## src/rtl/frame_scan_reader_pkg.sv

```systemverilog
// Shared constants and types for the Laplacian result frame and its VGA scan-out.
// Image geometry, VGA 640x480 timing, window placement and the 24-bit pixel type.
package frame_scan_reader_pkg;

  localparam int IMG_W  = 250;
  localparam int IMG_H  = 114;
  localparam int ADDR_W = 15;

  localparam int H_ACTIVE = 640;
  localparam int H_FP     = 16;
  localparam int H_SYNC   = 96;
  localparam int H_BP     = 48;
  localparam int H_TOTAL  = H_ACTIVE + H_FP + H_SYNC + H_BP;

  localparam int V_ACTIVE = 480;
  localparam int V_FP     = 10;
  localparam int V_SYNC   = 2;
  localparam int V_BP     = 33;
  localparam int V_TOTAL  = V_ACTIVE + V_FP + V_SYNC + V_BP;

  localparam int X_OFF = 195;
  localparam int Y_OFF = 183;

  typedef logic [23:0] pixel_t;

  localparam pixel_t BORDER = 24'h000000;

  typedef enum logic {
    SCAN_IDLE,
    SCAN_RUN
  } scan_state_t;

  // Stage-t video flags, all active-high so a cleared pipeline means "idle".
  typedef struct packed {
    logic act;
    logic hs;
    logic vs;
    logic win;
    logic sof;
  } vid_flags_t;

endpackage

```

## src/rtl/frame_scan_reader_video_timing.sv

```systemverilog
// VGA h/v counters with frame-boundary enable control; raw flags at stage t (0 cycles).
// No backpressure: free-running once enabled, en only sampled when idle or at the frame wrap.
module video_timing
  import frame_scan_reader_pkg::*;
#(
  parameter int IMG_W    = frame_scan_reader_pkg::IMG_W,
  parameter int IMG_H    = frame_scan_reader_pkg::IMG_H,
  parameter int H_ACTIVE = frame_scan_reader_pkg::H_ACTIVE,
  parameter int H_FP     = frame_scan_reader_pkg::H_FP,
  parameter int H_SYNC   = frame_scan_reader_pkg::H_SYNC,
  parameter int H_BP     = frame_scan_reader_pkg::H_BP,
  parameter int V_ACTIVE = frame_scan_reader_pkg::V_ACTIVE,
  parameter int V_FP     = frame_scan_reader_pkg::V_FP,
  parameter int V_SYNC   = frame_scan_reader_pkg::V_SYNC,
  parameter int V_BP     = frame_scan_reader_pkg::V_BP,
  parameter int X_OFF    = frame_scan_reader_pkg::X_OFF,
  parameter int Y_OFF    = frame_scan_reader_pkg::Y_OFF
) (
  input  logic       clk,
  input  logic       rstn,
  input  logic       en,
  output vid_flags_t flags,
  output logic       line_last,
  output logic       frame_top
);

  localparam int H_TOT = H_ACTIVE + H_FP + H_SYNC + H_BP;
  localparam int V_TOT = V_ACTIVE + V_FP + V_SYNC + V_BP;
  localparam int HW    = $clog2(H_TOT);
  localparam int VW    = $clog2(V_TOT);

  localparam logic [HW-1:0] H_LAST  = HW'(H_TOT - 1);
  localparam logic [HW-1:0] H_ACT_C = HW'(H_ACTIVE);
  localparam logic [HW-1:0] HS_BEG  = HW'(H_ACTIVE + H_FP);
  localparam logic [HW-1:0] HS_END  = HW'(H_ACTIVE + H_FP + H_SYNC);
  localparam logic [HW-1:0] X_BEG   = HW'(X_OFF);
  localparam logic [HW-1:0] X_END   = HW'(X_OFF + IMG_W);
  localparam logic [HW-1:0] X_LAST  = HW'(X_OFF + IMG_W - 1);

  localparam logic [VW-1:0] V_LAST  = VW'(V_TOT - 1);
  localparam logic [VW-1:0] V_ACT_C = VW'(V_ACTIVE);
  localparam logic [VW-1:0] VS_BEG  = VW'(V_ACTIVE + V_FP);
  localparam logic [VW-1:0] VS_END  = VW'(V_ACTIVE + V_FP + V_SYNC);
  localparam logic [VW-1:0] Y_BEG   = VW'(Y_OFF);
  localparam logic [VW-1:0] Y_END   = VW'(Y_OFF + IMG_H);

  scan_state_t   state, state_nxt;
  logic [HW-1:0] h, h_nxt;
  logic [VW-1:0] v, v_nxt;
  logic          run;

  always_ff @(posedge clk or negedge rstn) begin
    if (!rstn) begin
      state <= SCAN_IDLE;
      h     <= '0;
      v     <= '0;
    end else begin
      state <= state_nxt;
      h     <= h_nxt;
      v     <= v_nxt;
    end
  end

  always_comb begin
    state_nxt = state;
    h_nxt     = h;
    v_nxt     = v;
    case (state)
      SCAN_IDLE: begin
        h_nxt = '0;
        v_nxt = '0;
        if (en) state_nxt = SCAN_RUN;
      end
      SCAN_RUN: begin
        if (h == H_LAST) begin
          h_nxt = '0;
          if (v == V_LAST) begin
            v_nxt = '0;
            // The only point where a running scan looks at en.
            if (!en) state_nxt = SCAN_IDLE;
          end else begin
            v_nxt = v + 1'b1;
          end
        end else begin
          h_nxt = h + 1'b1;
        end
      end
      default: state_nxt = SCAN_IDLE;
    endcase
  end

  assign run = (state == SCAN_RUN);

  always_comb begin
    flags     = '0;
    flags.act = run && (h < H_ACT_C) && (v < V_ACT_C);
    flags.hs  = run && (h >= HS_BEG) && (h < HS_END);
    flags.vs  = run && (v >= VS_BEG) && (v < VS_END);
    flags.win = run && (h >= X_BEG) && (h < X_END) && (v >= Y_BEG) && (v < Y_END);
    flags.sof = run && (h == '0) && (v == '0);
  end

  assign line_last = flags.win && (h == X_LAST);
  assign frame_top = run && (v == '0);

endmodule

```

## src/rtl/frame_scan_reader.sv

```systemverilog
// Raster scan-out of the result frame into a VGA window; 3-cycle latency counters->outputs.
// No backpressure: one pixel per clock while scanning, en honoured only at frame boundaries.
module frame_scan_reader
  import frame_scan_reader_pkg::*;
#(
  parameter int     IMG_W    = frame_scan_reader_pkg::IMG_W,
  parameter int     IMG_H    = frame_scan_reader_pkg::IMG_H,
  parameter int     ADDR_W   = frame_scan_reader_pkg::ADDR_W,
  parameter int     H_ACTIVE = frame_scan_reader_pkg::H_ACTIVE,
  parameter int     H_FP     = frame_scan_reader_pkg::H_FP,
  parameter int     H_SYNC   = frame_scan_reader_pkg::H_SYNC,
  parameter int     H_BP     = frame_scan_reader_pkg::H_BP,
  parameter int     V_ACTIVE = frame_scan_reader_pkg::V_ACTIVE,
  parameter int     V_FP     = frame_scan_reader_pkg::V_FP,
  parameter int     V_SYNC   = frame_scan_reader_pkg::V_SYNC,
  parameter int     V_BP     = frame_scan_reader_pkg::V_BP,
  parameter int     X_OFF    = frame_scan_reader_pkg::X_OFF,
  parameter int     Y_OFF    = frame_scan_reader_pkg::Y_OFF,
  parameter pixel_t BORDER   = frame_scan_reader_pkg::BORDER
) (
  input  logic              clk,
  input  logic              rstn,
  input  logic              en,
  output logic [ADDR_W-1:0] rd_addr,
  input  pixel_t            rd_data,
  output logic              hsync,
  output logic              vsync,
  output logic              de,
  output pixel_t            rgb,
  output logic              frame_start
);

  localparam logic [ADDR_W-1:0] LINE_STEP = ADDR_W'(IMG_W);

  vid_flags_t        flags_t0, flags_t1, flags_t2;
  logic              line_last;
  logic              frame_top;
  logic [ADDR_W-1:0] line_base;
  logic [ADDR_W-1:0] col;

  video_timing #(
    .IMG_W   (IMG_W),
    .IMG_H   (IMG_H),
    .H_ACTIVE(H_ACTIVE),
    .H_FP    (H_FP),
    .H_SYNC  (H_SYNC),
    .H_BP    (H_BP),
    .V_ACTIVE(V_ACTIVE),
    .V_FP    (V_FP),
    .V_SYNC  (V_SYNC),
    .V_BP    (V_BP),
    .X_OFF   (X_OFF),
    .Y_OFF   (Y_OFF)
  ) u_timing (
    .clk      (clk),
    .rstn     (rstn),
    .en       (en),
    .flags    (flags_t0),
    .line_last(line_last),
    .frame_top(frame_top)
  );

  // Incremental address: base steps by one line per window row, col counts across it.
  always_ff @(posedge clk or negedge rstn) begin
    if (!rstn) begin
      line_base <= '0;
      col       <= '0;
      rd_addr   <= '0;
    end else if (flags_t0.win) begin
      rd_addr <= line_base + col;
      if (line_last) begin
        col       <= '0;
        line_base <= line_base + LINE_STEP;
      end else begin
        col <= col + 1'b1;
      end
    end else if (frame_top) begin
      line_base <= '0;
      col       <= '0;
    end
  end

  // Flags ride alongside the memory read so they meet rd_data at stage t+2.
  always_ff @(posedge clk or negedge rstn) begin
    if (!rstn) begin
      flags_t1    <= '0;
      flags_t2    <= '0;
      hsync       <= 1'b1;
      vsync       <= 1'b1;
      de          <= 1'b0;
      rgb         <= '0;
      frame_start <= 1'b0;
    end else begin
      flags_t1    <= flags_t0;
      flags_t2    <= flags_t1;
      hsync       <= !flags_t2.hs;
      vsync       <= !flags_t2.vs;
      de          <= flags_t2.act;
      frame_start <= flags_t2.sof;
      if (flags_t2.win)      rgb <= rd_data;
      else if (flags_t2.act) rgb <= BORDER;
      else                   rgb <= '0;
    end
  end

endmodule

```

## config.mk

```make
export PLATFORM = sky130hd
export DESIGN_NAME = frame_scan_reader
export DESIGN_NICKNAME = d
export VERILOG_FILES = /design/src/rtl/frame_scan_reader_pkg.sv /design/src/rtl/frame_scan_reader_video_timing.sv /design/src/rtl/frame_scan_reader.sv
export SDC_FILE = /design/constraint.sdc
export NUM_CORES = 1
export LEC_CHECK = 0
export CORE_MARGIN = 1.5
export CORE_UTILIZATION = 51
export CTS_BUF_LIST = sky130_fd_sc_hd__clkbuf_4
export CTS_CLUSTER_DIAMETER = 120
export DETAILED_ROUTE_END_ITERATION = 6
export PLACE_DENSITY_LB_ADDON = 0.08
export SYNTH_ARGS = -nofsm -noshare
export SYNTH_HDL_FRONTEND = slang
export SYNTH_SLANG_ARGS = --single-unit
```

## constraint.sdc

```tcl
create_clock -name clk -period 2.4 [get_ports clk]
set_clock_uncertainty 0.15 [all_clocks]
set_input_delay 0.48 -clock clk [delete_from_list [all_inputs] [get_ports clk]]
set_output_delay 0.48 -clock clk [all_outputs]
set_load 0.02 [all_outputs]
```

* Yosys cells after proc, flatten, opt, wreduce, memory -nomap -nowiden *
Index checks and enable logic that the tools add are counted.

storage, ports and cells
  bits in registers = 104
  input bits = 27
  output and inout bits = 43
  logic and storage cells = 77

cells by class
  add/sub/neg operators = 5
  magnitude comparators = 10
  equal/unequal tests = 5
  muxes and demuxes = 15
  bitwise logic cells = 1
  reductions and logical operators = 20

operators by type and width
  kind                                                                 count
  2-to-1 mux 15 bit                                                    5
  < comparator 10 x 9 -> 1 bit (second input constant)                 4
  case mux 10 bit (2 select lines)                                     2
  2-to-1 mux 10 bit                                                    3
  2-to-1 mux 24 bit                                                    1
  adder 10 x 1 -> 10 bit (second input constant)                       2
  == test 10 bit (second input constant)                               2
  greater-or-equal comparator 10 x 8 -> 1 bit (second input constant)  2
  logical NOT 10 bit                                                   2
  < comparator 10 bit (second input constant)                          2
  adder 15 x 1 -> 15 bit (second input constant)                       1
  adder 15 bit                                                         1
  adder 15 x 8 -> 15 bit (second input constant)                       1
  logical AND 1 bit                                                    14
  == test 10 x 9 -> 1 bit (second input constant)                      1
  greater-or-equal comparator 10 bit (second input constant)           1
  greater-or-equal comparator 10 x 9 -> 1 bit (second input constant)  1
  2-to-1 mux 1 bit                                                     3
  logical NOT 1 bit                                                    2
  inequality test 2 x 1 -> 1 bit (second input constant)               1
  inequality test 2 bit (second input constant)                        1
  case mux 1 bit (2 select lines)                                      1
  AND reduction 2 bit                                                  1
  nonzero test 2 bit                                                   1
  inverter 1 bit                                                       1

* Longest topological paths before layout *
  word-level depth = 8
  gate-level depth with buffers = 9
  mapped depth without buffers = 8

* Cells and area by module *
From an unflattened synthesis, not the netlist that was laid out.

second synthesis, totals
  cells, all modules = 530
  area, all modules = 5,225.0 µm²

modules (own cells, without submodules)
  module             instances  cells an instance  area each (µm²)  sequential area each (µm²)
  frame_scan_reader  1          368                3,824.9          2,054.5
  video_timing       1          162                1,400.1          525.5

* Least setup slack after synthesis *
OpenSTA, ideal clock, no wires.

  path kind = register -> register
  from = reg u_timing.v[1]
  to = reg rd_addr[0]
  library setup time = 0.125 ns
  data arrival time = 2.291 ns
  data required time = 2.125 ns
  slack = -0.165 ns
  stages on the path, launching flop included = 8
  path buffers = 1
  clock period less this slack = 2.565 ns
  cells stage by stage = dfrtp_1 -> ha_1 -> a211oi_1 -> or4b_4 -> a221o_2 -> nor2_1 -> buf_4 -> mux2_2

between the ends
  word-level cells in the longest chain between the ends = 3
  elaborated cells on any way between the ends = 4
  classes of those cells = order compare: 2; reduce/logical: 2

ends and longest elaborated chain
  what                                         line                                  source
  start: declaration                           frame_scan_reader_video_timing.sv:49  logic [VW-1:0] v, v_nxt;
  start signal: assignment                     frame_scan_reader_video_timing.sv:60  v <= v_nxt;
  greater-or-equal comparator 10 x 8 -> 1 bit  frame_scan_reader_video_timing.sv:99  flags.win = run && (h >= X_BEG) && (h < X_END) && (v >= Y_BEG) && (v < Y_END);
  logical AND 1 bit                            frame_scan_reader_video_timing.sv:99
  logical AND 1 bit (*)                        frame_scan_reader_video_timing.sv:99
  end signal: assignment                       frame_scan_reader.sv:70               rd_addr <= line_base + col;
  end: declaration                             frame_scan_reader.sv:24               output logic [ADDR_W-1:0] rd_addr,

Mark *: on every way between the ends. The rest lies on a longest branch, timed or not.
A chain may end at the register's enable or synchronous reset.

* Final worst setup path *
  from = reg u_timing.v[1]
  to = reg rd_addr[8]

Same word-level chain as after synthesis.

==> flow_summary_export.csv <==
group,metric,value,unit
outcome,status,"finished, violations left",
outcome,violations,"setup timing",
floorplanning,die-area,10700,um^2
final_layout,fillers,697,
worst_hold_path,worstHoldPathCells,1,
placement,dpl.cell_count,762,
grt,antenna_found_initial,0,
final_layout,fin_util,0.740,
yosys,ys_types,53,
yosys,syn_inst,509,
drt,vias,4441,
sta,fin_crit_sh,1.07,
critical_path,reg2reg_slack,-0.18,ns
yosys,yosys.area_share.adder,0.0535,
critical_path,critPathMaxFanout,7,
floorplanning,rows,36,
yosys,async_flop_share,1.00,
yosys,synth-xor-area-share,0.0494,
critical_path,r2r-end,"rd_addr[8]",
critical_path,end_kind,"register",
critical_path,slowest_delay,0.50,ns
clock_tree,cts_root_buffer,"clkbuf_4",
yosys,synth_nets,558,
clock_tree,clkSinkCount,103,
placement,portBuffers,69,
worst_hold_path,min_to,"vsync",
drt,ant_nets,0,
sta,hold_viol,0,
power,ir_drop,0.266,mV
drt,drc,0,
placement,routabilityCongestion,0.865,
sta,setup_ws,-0.177,ns
grt,gr-total-overflow,0,
sta,rsz0062_at_grt,"yes",
drt,wl_per_cell,16.5,um
yosys,muxShareOfSynthArea,0.0260,
sta,max_slew_margin,0.635,
critical_path,crit-reg2reg-launch,"u_timing.v[1]",
sta,min_period,2.58,ns
critical_path,rr_worst_depth,7,
drt,drt_iter0_drc,213,
sta,setup_viol,36,
yosys,avgSynthCellArea,10.1,um^2
final_layout,layout_commonest_cell,"dfrtp_1",
yosys,synth_ff_type,"dfrtp_1",
critical_path,cp-start-kind,"register",
grt,grt_pass1_wl,20500,um
critical_path,path_cells,"ha_2, a211oi_2, or4b_4, a221o_4, nor2_4, buf_12, mux2_4",
yosys,yosysSeqAreaShare,0.501,
floorplanning,die_h,103,um
yosys,synth_compound_area_frac,0.122,
clock_tree,path_clk_slew,0.17,ns
final_layout,drive_gt1_frac,0.263,
sta,worst_pin_slew,0.547,ns
yosys,synth-edff-count,0,
floorplanning,start_util,0.526,
drt,viasPerCell,5.59,
grt,grt_max_degree,104,
clock_tree,numCtsBuffers,9,
yosys,synth_seq_cells,103,
final_layout,mostFrequentLayoutCells,"101 x dfrtp_1, 71 x buf_4, 68 x clkdlybuf4s50_1",
yosys,synth-simple-area-share,0.219,
sta,hold_slack,0.212,ns
placement,place_hpwl,8740,um
placement,place_area,6560,um^2
clock_tree,insertion_delay,0.47,ns
final_layout,area_growth,40.6,%
clock_tree,cts_buffer_depth,2,
clock_tree,cts_htree_levels,3,
power,p_total,2.69,mW
worst_hold_path,hp-start,"flags_t2[2]",
grt,grt_usage,0.252,
final_layout,multi_input_area,2810,um^2
critical_path,crit_type,"register to register",
critical_path,cpMaxStageDelayCell,"or4b_4",
final_layout,antenna_cells,0,
final_layout,regArea,2580,um^2
job,cap_violations,0,
floorplanning,die_w,103,um
final_layout,layout.cells.non_filler,795,
sta,maxSlewViolCount,0,
worst_hold_path,hold_path.class,"register to register",
final_layout,stdcell_area,7230,um^2
yosys,synth_top_family_by_area,"simple AND/OR/NAND/NOR gates",
final_layout,fin_nets,706,
floorplanning,io_pins,70,
drt,postRouteWirelength,13100,um
power,leakagePower,3.23,nW
sta,fmax,0.388,GHz
critical_path,crit_required,2.60,ns
yosys,synth-warning-count,0,
grt,grt_pass1_vias,4224,
critical_path,worstPathArrival,2.77,ns
yosys,syn_area,5140,um^2
clock_tree,cts_tree,"yes",
floorplanning,core_region_area,9770,um^2
drt,firstDrtPassIters,5,
power,power.density,372,nW/um^2
==> cell usage after synthesis, drive strengths merged (4+ instances only) <==
master	count	area, um^2
dfrtp	101	2530
nor2	44	165
o21ai	44	220
nand2	39	146
and2	25	156
xnor2	23	201
ha	22	275
nand3	20	100
nor3	19	116
and3	18	113
a21oi	17	85.1
nor4	16	130
a31oi	12	75.1
inv	12	45.0
buf	11	66.3
mux2	11	124
clkbuf	9	33.8
xor2	6	52.6
a211oi	4	30.0
a41oi	4	35.0
nand4	4	25.0
o21a	4	30.0
or4	4	33.8
==> layout make-up <==
cell class | instances | share of cell area
Clock buffer | 10 | 0.0104
Sequential cell | 103 | 0.357
Multi-Input combinational cell | 374 | 0.388
Tap cell | 133 | 0.0230
Clock inverter | 6 | 0.00847
Inverter | 12 | 0.00623
Timing Repair Buffer | 157 | 0.207
==> registers in the layout, summed over array words and instances, names as in the netlist, 5 cells and up <==
name / count
u_timing.h: 10
rd_addr: 15
line_base: 14
rgb: 24
u_timing.v: 10
col: 15
flags_t1: 5
flags_t2: 5
==> timing repair <==
action	CTS	global route
setup buffers	10	5
hold endpoints to repair	101	0
resized for setup	45	45
gates cloned	4	0
setup endpoints to repair	40	43
hold buffers	1	0
pin swaps	10	16
==> worst max-delay path, delay by kind of cell, from the launching register on <==
family	cells	cell delay, ns
mux	1	0.30
simple gates	2	0.71
fa+ha+maj	1	0.19
buf+inv	1	0.16
compound gates	2	0.55
flops	1	0.39
==> metrics by stage <==
step | setup TNS (ns) | worst slack (ns)
after floorplan | -2.05 | -0.106
after global placement | -1.71 | -0.136
after detailed placement | -3.72 | -0.201
after CTS | -3.18 | -0.161
after global routing | -6.88 | -0.237
final | -3.50 | -0.177
==> where the power goes <==
group          switching [mW]  internal, mW  leakage (nW)  total [mW]
registers                   0          1.74          1.40        1.74
clock network           0.624         0.250        0.0723       0.874
logic                  0.0381        0.0407          1.76      0.0788
==> logic make-up after synthesis <==
kind of cell	count (synthesis)
and+or+nand+nor	208
xor gates and xnor gates	29
buffers and inverters	32
adders and majority gates	22
AOI/OAI and AO/OA	103
DFF	103
muxes	12
==> worst max-delay path by stage <==
stage	to	depth (start not counted)	from
2_1_floorplan	col[14]	8	u_timing.v[1]
3_3_place_gp	line_base[10]	8	u_timing.v[1]
3_5_place_dp	line_base[12]	8	u_timing.v[1]
4_1_cts	col[4]	9	u_timing.v[1]
5_1_grt	rd_addr[8]	7	u_timing.v[1]
6_report	rd_addr[8]	7	u_timing.v[1]
==> routing by layer <==
| metal | global-route usage | vias up | share of wire |
|---|---|---|---|
| met5 | 0 | - | 0 |
| met3 | 0.0410 | 24 | 0.054 |
| met1 | 0.342 | 2151 | 0.45 |
| li1 | - | 2125 | - |
| met4 | 0.0852 | 0 | 0.020 |
| met2 | 0.413 | 141 | 0.48 |
Power figures use the tool's default switching activity.
